File: src/rtl/scan_seq_pkg.sv
// Shared types and constants for the decoder scan sequencer.
// State encodings, position count and the latched frame config.
package scan_seq_pkg;

  localparam int NUM_POS = 8;
  localparam int POS_W   = 3;

  typedef enum logic [1:0] {
    ST_IDLE  = 2'd0,
    ST_BLANK = 2'd1,
    ST_SHOW  = 2'd2
  } state_e;

  typedef struct packed {
    logic [NUM_POS-1:0] mask;
    logic               cont;
  } frame_cfg_t;

endpackage

File: src/rtl/scan_next_pos.sv
// Finds the next set mask bit above the current position,
// or the lowest set bit when first is high.
import scan_seq_pkg::*;

module scan_next_pos (
  input  logic [NUM_POS-1:0] mask,
  input  logic [POS_W-1:0]   cur,
  input  logic               first,
  output logic [POS_W-1:0]   nxt,
  output logic               last
);

  // Descending scan so the lowest qualifying bit wins.
  always_comb begin
    nxt  = '0;
    last = 1'b1;
    for (int i = NUM_POS - 1; i >= 0; i--) begin
      if (mask[i] && (first || (i > int'(cur)))) begin
        nxt  = POS_W'(i);
        last = 1'b0;
      end
    end
  end

endmodule

File: src/rtl/scan_seq.sv
// Scan sequencer driving the 3-to-8 decoder select and enable,
// with blanking gaps, per-position dwell and a skip mask.
import scan_seq_pkg::*;

module scan_seq #(
  parameter int DWELL_W   = 16,
  parameter int BLANK_CYC = 2
) (
  input  logic               clk,
  input  logic               rst_n,
  input  logic               start,
  input  logic               stop,
  input  logic               cont,
  input  logic [7:0]         pos_mask,
  input  logic [DWELL_W-1:0] dwell,
  output logic [2:0]         sel,
  output logic               sel_en,
  output logic               busy,
  output logic               frame_done
);

  localparam int BW = (BLANK_CYC > 1) ? $clog2(BLANK_CYC) : 1;
  localparam state_e ENTER_ST =
    (BLANK_CYC == 0) ? ST_SHOW : ST_BLANK;

  state_e             state_q, state_d;
  frame_cfg_t         cfg_q, cfg_d;
  logic [DWELL_W-1:0] dwell_q, dwell_d;
  logic [DWELL_W-1:0] dwell_cnt;
  logic [BW-1:0]      blank_cnt;
  logic [POS_W-1:0]   pos_q, pos_d;
  logic               load_blank, load_show;
  logic               done_d;

  logic [POS_W-1:0]   adv_pos, first_pos;
  logic               adv_last, first_none;

  logic [2:0]         sel_d;
  logic               en_d, busy_d;

  scan_next_pos u_adv (
    .mask  (cfg_q.mask),
    .cur   (pos_q),
    .first (1'b0),
    .nxt   (adv_pos),
    .last  (adv_last)
  );

  scan_next_pos u_first (
    .mask  (pos_mask),
    .cur   ('0),
    .first (1'b1),
    .nxt   (first_pos),
    .last  (first_none)
  );

  always_ff @(posedge clk or negedge rst_n) begin
    if (!rst_n) begin
      state_q    <= ST_IDLE;
      cfg_q      <= '0;
      dwell_q    <= '0;
      pos_q      <= '0;
      sel        <= '0;
      sel_en     <= 1'b0;
      busy       <= 1'b0;
      frame_done <= 1'b0;
    end else begin
      state_q    <= state_d;
      cfg_q      <= cfg_d;
      dwell_q    <= dwell_d;
      pos_q      <= pos_d;
      sel        <= sel_d;
      sel_en     <= en_d;
      busy       <= busy_d;
      frame_done <= done_d;
    end
  end

  // Counters hold at zero rather than wrap.
  always_ff @(posedge clk or negedge rst_n) begin
    if (!rst_n) begin
      blank_cnt <= '0;
      dwell_cnt <= '0;
    end else begin
      if (load_blank)
        blank_cnt <= BW'(BLANK_CYC - 1);
      else if (state_q == ST_BLANK && blank_cnt != '0)
        blank_cnt <= blank_cnt - BW'(1);

      if (load_show)
        dwell_cnt <= (dwell_d == '0) ? '0
                   : dwell_d - DWELL_W'(1);
      else if (state_q == ST_SHOW && dwell_cnt != '0)
        dwell_cnt <= dwell_cnt - DWELL_W'(1);
    end
  end

  always_comb begin
    state_d    = state_q;
    cfg_d      = cfg_q;
    dwell_d    = dwell_q;
    pos_d      = pos_q;
    done_d     = 1'b0;
    load_blank = 1'b0;
    load_show  = 1'b0;
    if (stop) begin
      state_d = ST_IDLE;
    end else begin
      unique case (state_q)
        ST_IDLE: begin
          if (start && !first_none) begin
            cfg_d.mask = pos_mask;
            cfg_d.cont = cont;
            dwell_d    = dwell;
            pos_d      = first_pos;
            state_d    = ENTER_ST;
          end
        end
        ST_BLANK: begin
          if (blank_cnt == '0)
            state_d = ST_SHOW;
        end
        ST_SHOW: begin
          if (dwell_cnt == '0) begin
            if (!adv_last) begin
              pos_d   = adv_pos;
              state_d = ENTER_ST;
            end else begin
              done_d = 1'b1;
              if (cfg_q.cont && !first_none) begin
                cfg_d.mask = pos_mask;
                cfg_d.cont = cont;
                dwell_d    = dwell;
                pos_d      = first_pos;
                state_d    = ENTER_ST;
              end else begin
                state_d = ST_IDLE;
              end
            end
          end
        end
        default: state_d = ST_IDLE;
      endcase
      load_blank = (state_d == ST_BLANK)
                && (state_q != ST_BLANK);
      load_show  = (state_d == ST_SHOW)
                && (state_q != ST_SHOW || dwell_cnt == '0);
    end
  end

  always_comb begin
    sel_d  = '0;
    en_d   = 1'b0;
    busy_d = 1'b0;
    if (state_d != ST_IDLE) begin
      sel_d  = pos_d;
      busy_d = 1'b1;
      en_d   = (state_d == ST_SHOW);
    end
  end

endmodule
File: config.mk
export PLATFORM = sky130hd
export DESIGN_NAME = scan_seq
export DESIGN_NICKNAME = d
export VERILOG_FILES = /design/src/rtl/scan_seq_pkg.sv /design/src/rtl/scan_next_pos.sv /design/src/rtl/scan_seq.sv
export SDC_FILE = /design/constraint.sdc
export NUM_CORES = 1
export LEC_CHECK = 0
export BUFFER_PORTS_ARGS = -buffer_cell sky130_fd_sc_hd__buf_2
export CORE_ASPECT_RATIO = 1.1
export CORE_UTILIZATION = 55
export DETAILED_ROUTE_END_ITERATION = 16
export HOLD_SLACK_MARGIN = 0.05
export PLACE_DENSITY = 0.73
export SYNTH_ARGS = -nofsm -noshare
export SYNTH_HDL_FRONTEND = slang
export SYNTH_HIERARCHICAL = 1
export SYNTH_SLANG_ARGS = --single-unit
File: constraint.sdc
create_clock -name clk -period 7.9 [get_ports clk]
set_clock_uncertainty 0.1 [all_clocks]
set_input_delay 0.79 -clock clk [delete_from_list [all_inputs] [get_ports clk]]
set_output_delay 0.79 -clock clk [all_outputs]
set_load 0.02 [all_outputs]
==> flow_summary.ini <==
[setup_path]
crit-reg2reg-capture = dwell_cnt[14]
timing.critical_path.to_type = flop
r2r_cells = 15
critical-path-max-stage-delay_ns = 0.67
timing.reg2reg.setup_slack_ns = 3.96
worstSetupStartpointType = input pin
r2r-start = pos_q[1]
worst-endpoint-required_ns = 7.97
cp_data_arrival_time_ns = 4.06
slowest_cp_cell = sky130_fd_sc_hd__nor4b_1
worst_setup_path_startpoint = pos_mask[5]
timing.critical_path.cells = buf_2 -> o22ai_2 -> nor2b_4 -> nor3b_2 -> nor4b_1 -> and2_1 -> a21oi_2 -> buf_4 -> a21oi_1 -> ha_1 -> inv_1 -> a2111oi_2 -> nand2_1 -> xor2_1 -> o22ai_1
worstSetupPathType = in -> reg
critical_path.max_fanout = 23

[grt]
grt_max_degree = 54
grt_pass1_wl_um = 14400
globalRoute.totalOverflow = 0
grt_antenna_before_repair = 0
global_route.usage.total_pct = 26.5
grt_pass1_vias = 3200

[clock_network]
total_number_of_h_tree_levels = 2
postCtsSetupRepairBufs = 0
worst_setup_hold_path_clk_slew_ns = 0.10
ctsHoldBuffers = 0
cts_sinks = 53
post_cts_resized = 0
tritoncts = built
clock_insertion_delay_worst_skew_ns = 0.30
max-clock-path-buffers = 2
cts-root-buf = sky130_fd_sc_hd__clkbuf_8
cts_buffers = 5

[timing]
finalWorstPathRequiredPeriod_ns = 3.99
hold_violations = 0
min_period_over_period_pct = 50.6
max_slew_margin_pct = 50.4
worst_tran_pin_value_ns = 0.733
rsz0062_at_grt = no
slew_viol_final = 0
highest_clock_frequency_the_design_can_meet_mhz = 250
final-setup-viol-count = 0
final.setup.tns_ns = 0

[detailed_routing]
drtIter0Drc = 164
routed-via-count = 3352
detail_route.drc_violations = 2
vias_per_cell = 5.96
firstDrtPassIters = 11
final_antenna_net_count = 0
routed_wirelength_um = 9010
wire_per_inst_um = 16.0

[outcome]
violated_checks = DRC
run_status = finished with violations

[die]
num_io_pins = 35
placement_rows = 31
floorplan.die.width_um = 80.7
die-area_um2 = 7140
core_region_area_um2 = 6590
floorplan.initialDensity_pct = 56.8
die_h_um = 88.5

[cells_and_area]
layout-area-overhead-vs-synth_pct = 8.49
design_area_um2 = 4060
final-seq-area_um2 = 1330
area_of_combinational_cells_with_multiple_inputs_um2 = 2270
antenna_cells_inserted = 0
final_nets = 512
filler_cell_count = 610
drive_gt1_share_pct = 16.0

[yosys]
synth-async-reset-ratio_pct = 100
ys.flop_type = sky130_fd_sc_hd__dfrtp_1
postSynthRegisterBits = 53
synth-edff-count = 0
syn-instance-count = 441
syn_avg_cell_area_um2 = 8.49
yosys.cell_types.count = 75
mappedNetlistArea_um2 = 3740
synth-warning-count = 6
synth_sequential_area_ratio_pct = 35.4

[pwr]
cellPowerDensity_nw_per_um2 = 261
p_leak_nw = 1.86
max-vdd-ir-drop_mv = 0.146

[place]
dp_hpwl_um = 6880
port_buffers = 34
placed_cell_area_um2 = 3960
gp_congestion = 0.897

[hold_path]
hp-class = reg -> reg
holdPathStages = 2
hold_path_startpoint = dwell_q[15]
hold_end = dwell_q[15]

[job]
drv.max_cap_violation_count = 0
per-stage QoR:
step / hold WS, ns / power, mW / std cells / setup slack [ns] / utilization, %
global route: 0.455 / 1.13 / 562 / 3.64 / 61.6
finish: 0.428 / 1.06 / 562 / 3.91 / 61.6
detailed placement: 0.407 / 0.892 / 554 / 3.65 / 60.0
global placement: 0.404 / 0.883 / 554 / 3.75 / 60.0
CTS: 0.433 / 1.06 / 562 / 3.95 / 61.6
floorplan: 0.355 / 0.781 / 452 / 3.86 / -
cells in the final DEF (no fill, tap or decap), types with 5 or more instances in the layout:
cell,instances
sky130_fd_sc_hd__nand2_1,81
sky130_fd_sc_hd__buf_2,34
sky130_fd_sc_hd__nor4_1,8
sky130_fd_sc_hd__o22ai_1,6
sky130_fd_sc_hd__nand3_1,9
sky130_fd_sc_hd__nand2b_1,8
sky130_fd_sc_hd__a21oi_1,25
sky130_fd_sc_hd__nor2_1,40
sky130_fd_sc_hd__mux2i_1,9
sky130_fd_sc_hd__dfrtp_1,53
sky130_fd_sc_hd__and3_1,5
sky130_fd_sc_hd__nor3_1,18
sky130_fd_sc_hd__nor2b_1,8
sky130_fd_sc_hd__xor2_1,5
sky130_fd_sc_hd__or3_1,5
sky130_fd_sc_hd__xnor2_1,7
sky130_fd_sc_hd__inv_1,17
sky130_fd_sc_hd__conb_1,13
sky130_fd_sc_hd__clkbuf_8,7
sky130_fd_sc_hd__o21ai_0,21
worst max path at each step:
stage,to,depth (start not counted)
final,dwell_cnt[14],15
after global routing,dwell_cnt[14],15
after CTS,dwell_cnt[14],15
after detailed placement,dwell_cnt[14],15
after global placement,dwell_cnt[14],15
after floorplan,dwell_cnt[13],16
critical path, delay by kind of cell:
| family | cells | cell delay (ns) |
|---|---|---|
| compound gates | 5 | 0.93 |
| xor+xnor | 1 | 0.19 |
| fa+ha+maj | 1 | 0.28 |
| buf+inv | 3 | 0.51 |
| simple gates | 5 | 1.37 |
cells by family (layout without fill, tap and decap cells):
| kind of cell | Yosys count | after routing | synth area share (%) |
|---|---|---|---|
| other cells | 2 | 13 | 0.201 |
| buf+inv | 35 | 63 | 5.01 |
| xor+xnor | 12 | 12 | 2.81 |
| simple gates | 215 | 215 | 29.9 |
| compound gates | 108 | 108 | 21.9 |
| fa+ha+maj | 4 | 4 | 1.34 |
| flops | 53 | 53 | 35.4 |
| mux | 12 | 12 | 3.38 |
sequential cells by signal (all words and copies together) (netlist names):
signal      flops
sel             3
dwell_cnt      16
busy            1
frame_done      1
blank_cnt       1
dwell_q        16
pos_q           3
state_q         2
cfg_q           9
sel_en          1
power breakdown:
part | internal [mW] | total, mW | leakage (nW) | switching (mW)
Sequential | 0.358 | 0.449 | 0.653 | 0.0910
Clock | 0.0794 | 0.167 | 0.0542 | 0.0876
Combinational | 0.177 | 0.445 | 1.15 | 0.268
Total | 0.615 | 1.06 | 1.86 | 0.446
cell usage after synthesis (4+ instances only):
cell type / number / area, µm²
sky130_fd_sc_hd__nand2_1: 81 / 304
sky130_fd_sc_hd__dfrtp_1: 53 / 1330
sky130_fd_sc_hd__nor2_1: 40 / 150
sky130_fd_sc_hd__a21oi_1: 25 / 125
sky130_fd_sc_hd__o21ai_0: 21 / 105
sky130_fd_sc_hd__nor3_1: 18 / 90.1
sky130_fd_sc_hd__inv_1: 17 / 63.8
sky130_fd_sc_hd__mux2i_1: 9 / 90.1
sky130_fd_sc_hd__nand3_1: 9 / 45.0
sky130_fd_sc_hd__nand2b_1: 8 / 50.1
sky130_fd_sc_hd__nor2b_1: 8 / 50.1
sky130_fd_sc_hd__nor4_1: 8 / 50.1
sky130_fd_sc_hd__xnor2_1: 7 / 61.3
sky130_fd_sc_hd__clkbuf_1: 6 / 22.5
sky130_fd_sc_hd__o22ai_1: 6 / 37.5
sky130_fd_sc_hd__and3_1: 5 / 31.3
sky130_fd_sc_hd__or3_1: 5 / 31.3
sky130_fd_sc_hd__xor2_1: 5 / 43.8
sky130_fd_sc_hd__a31oi_1: 4 / 25.0
sky130_fd_sc_hd__buf_4: 4 / 30.0
sky130_fd_sc_hd__ha_1: 4 / 50.1
sky130_fd_sc_hd__nand3b_1: 4 / 30.0
sky130_fd_sc_hd__nor3b_2: 4 / 50.1
sky130_fd_sc_hd__o221ai_1: 4 / 35.0
sky130_fd_sc_hd__o22a_1: 4 / 35.0
layout make-up:
type                            count  share of cell area (%)
Sequential cell                    53                    32.7
Inverter                           18                    1.66
Tap cell                           82                    2.53
Multi-Input combinational cell    364                    55.9
Clock buffer                        7                    2.37
Timing Repair Buffer               37                    4.75
Clock inverter                      1                   0.123
layer usage:
| layer | vias to the layer above | routed length, µm | share of wire (%) | global-route usage (%) |
|---|---|---|---|---|
| met3 | 22 | 379 | 4.2 | 4.23 |
| li1 | 1632 | - | - | - |
| met2 | 99 | 4630 | 51 | 47.9 |
| met4 | 0 | 325 | 3.6 | 12.2 |
| met1 | 1599 | 3680 | 41 | 30.5 |
| met5 | - | 0 | 0 | 0 |
Note: power is estimated with default switching activity, not from simulation.
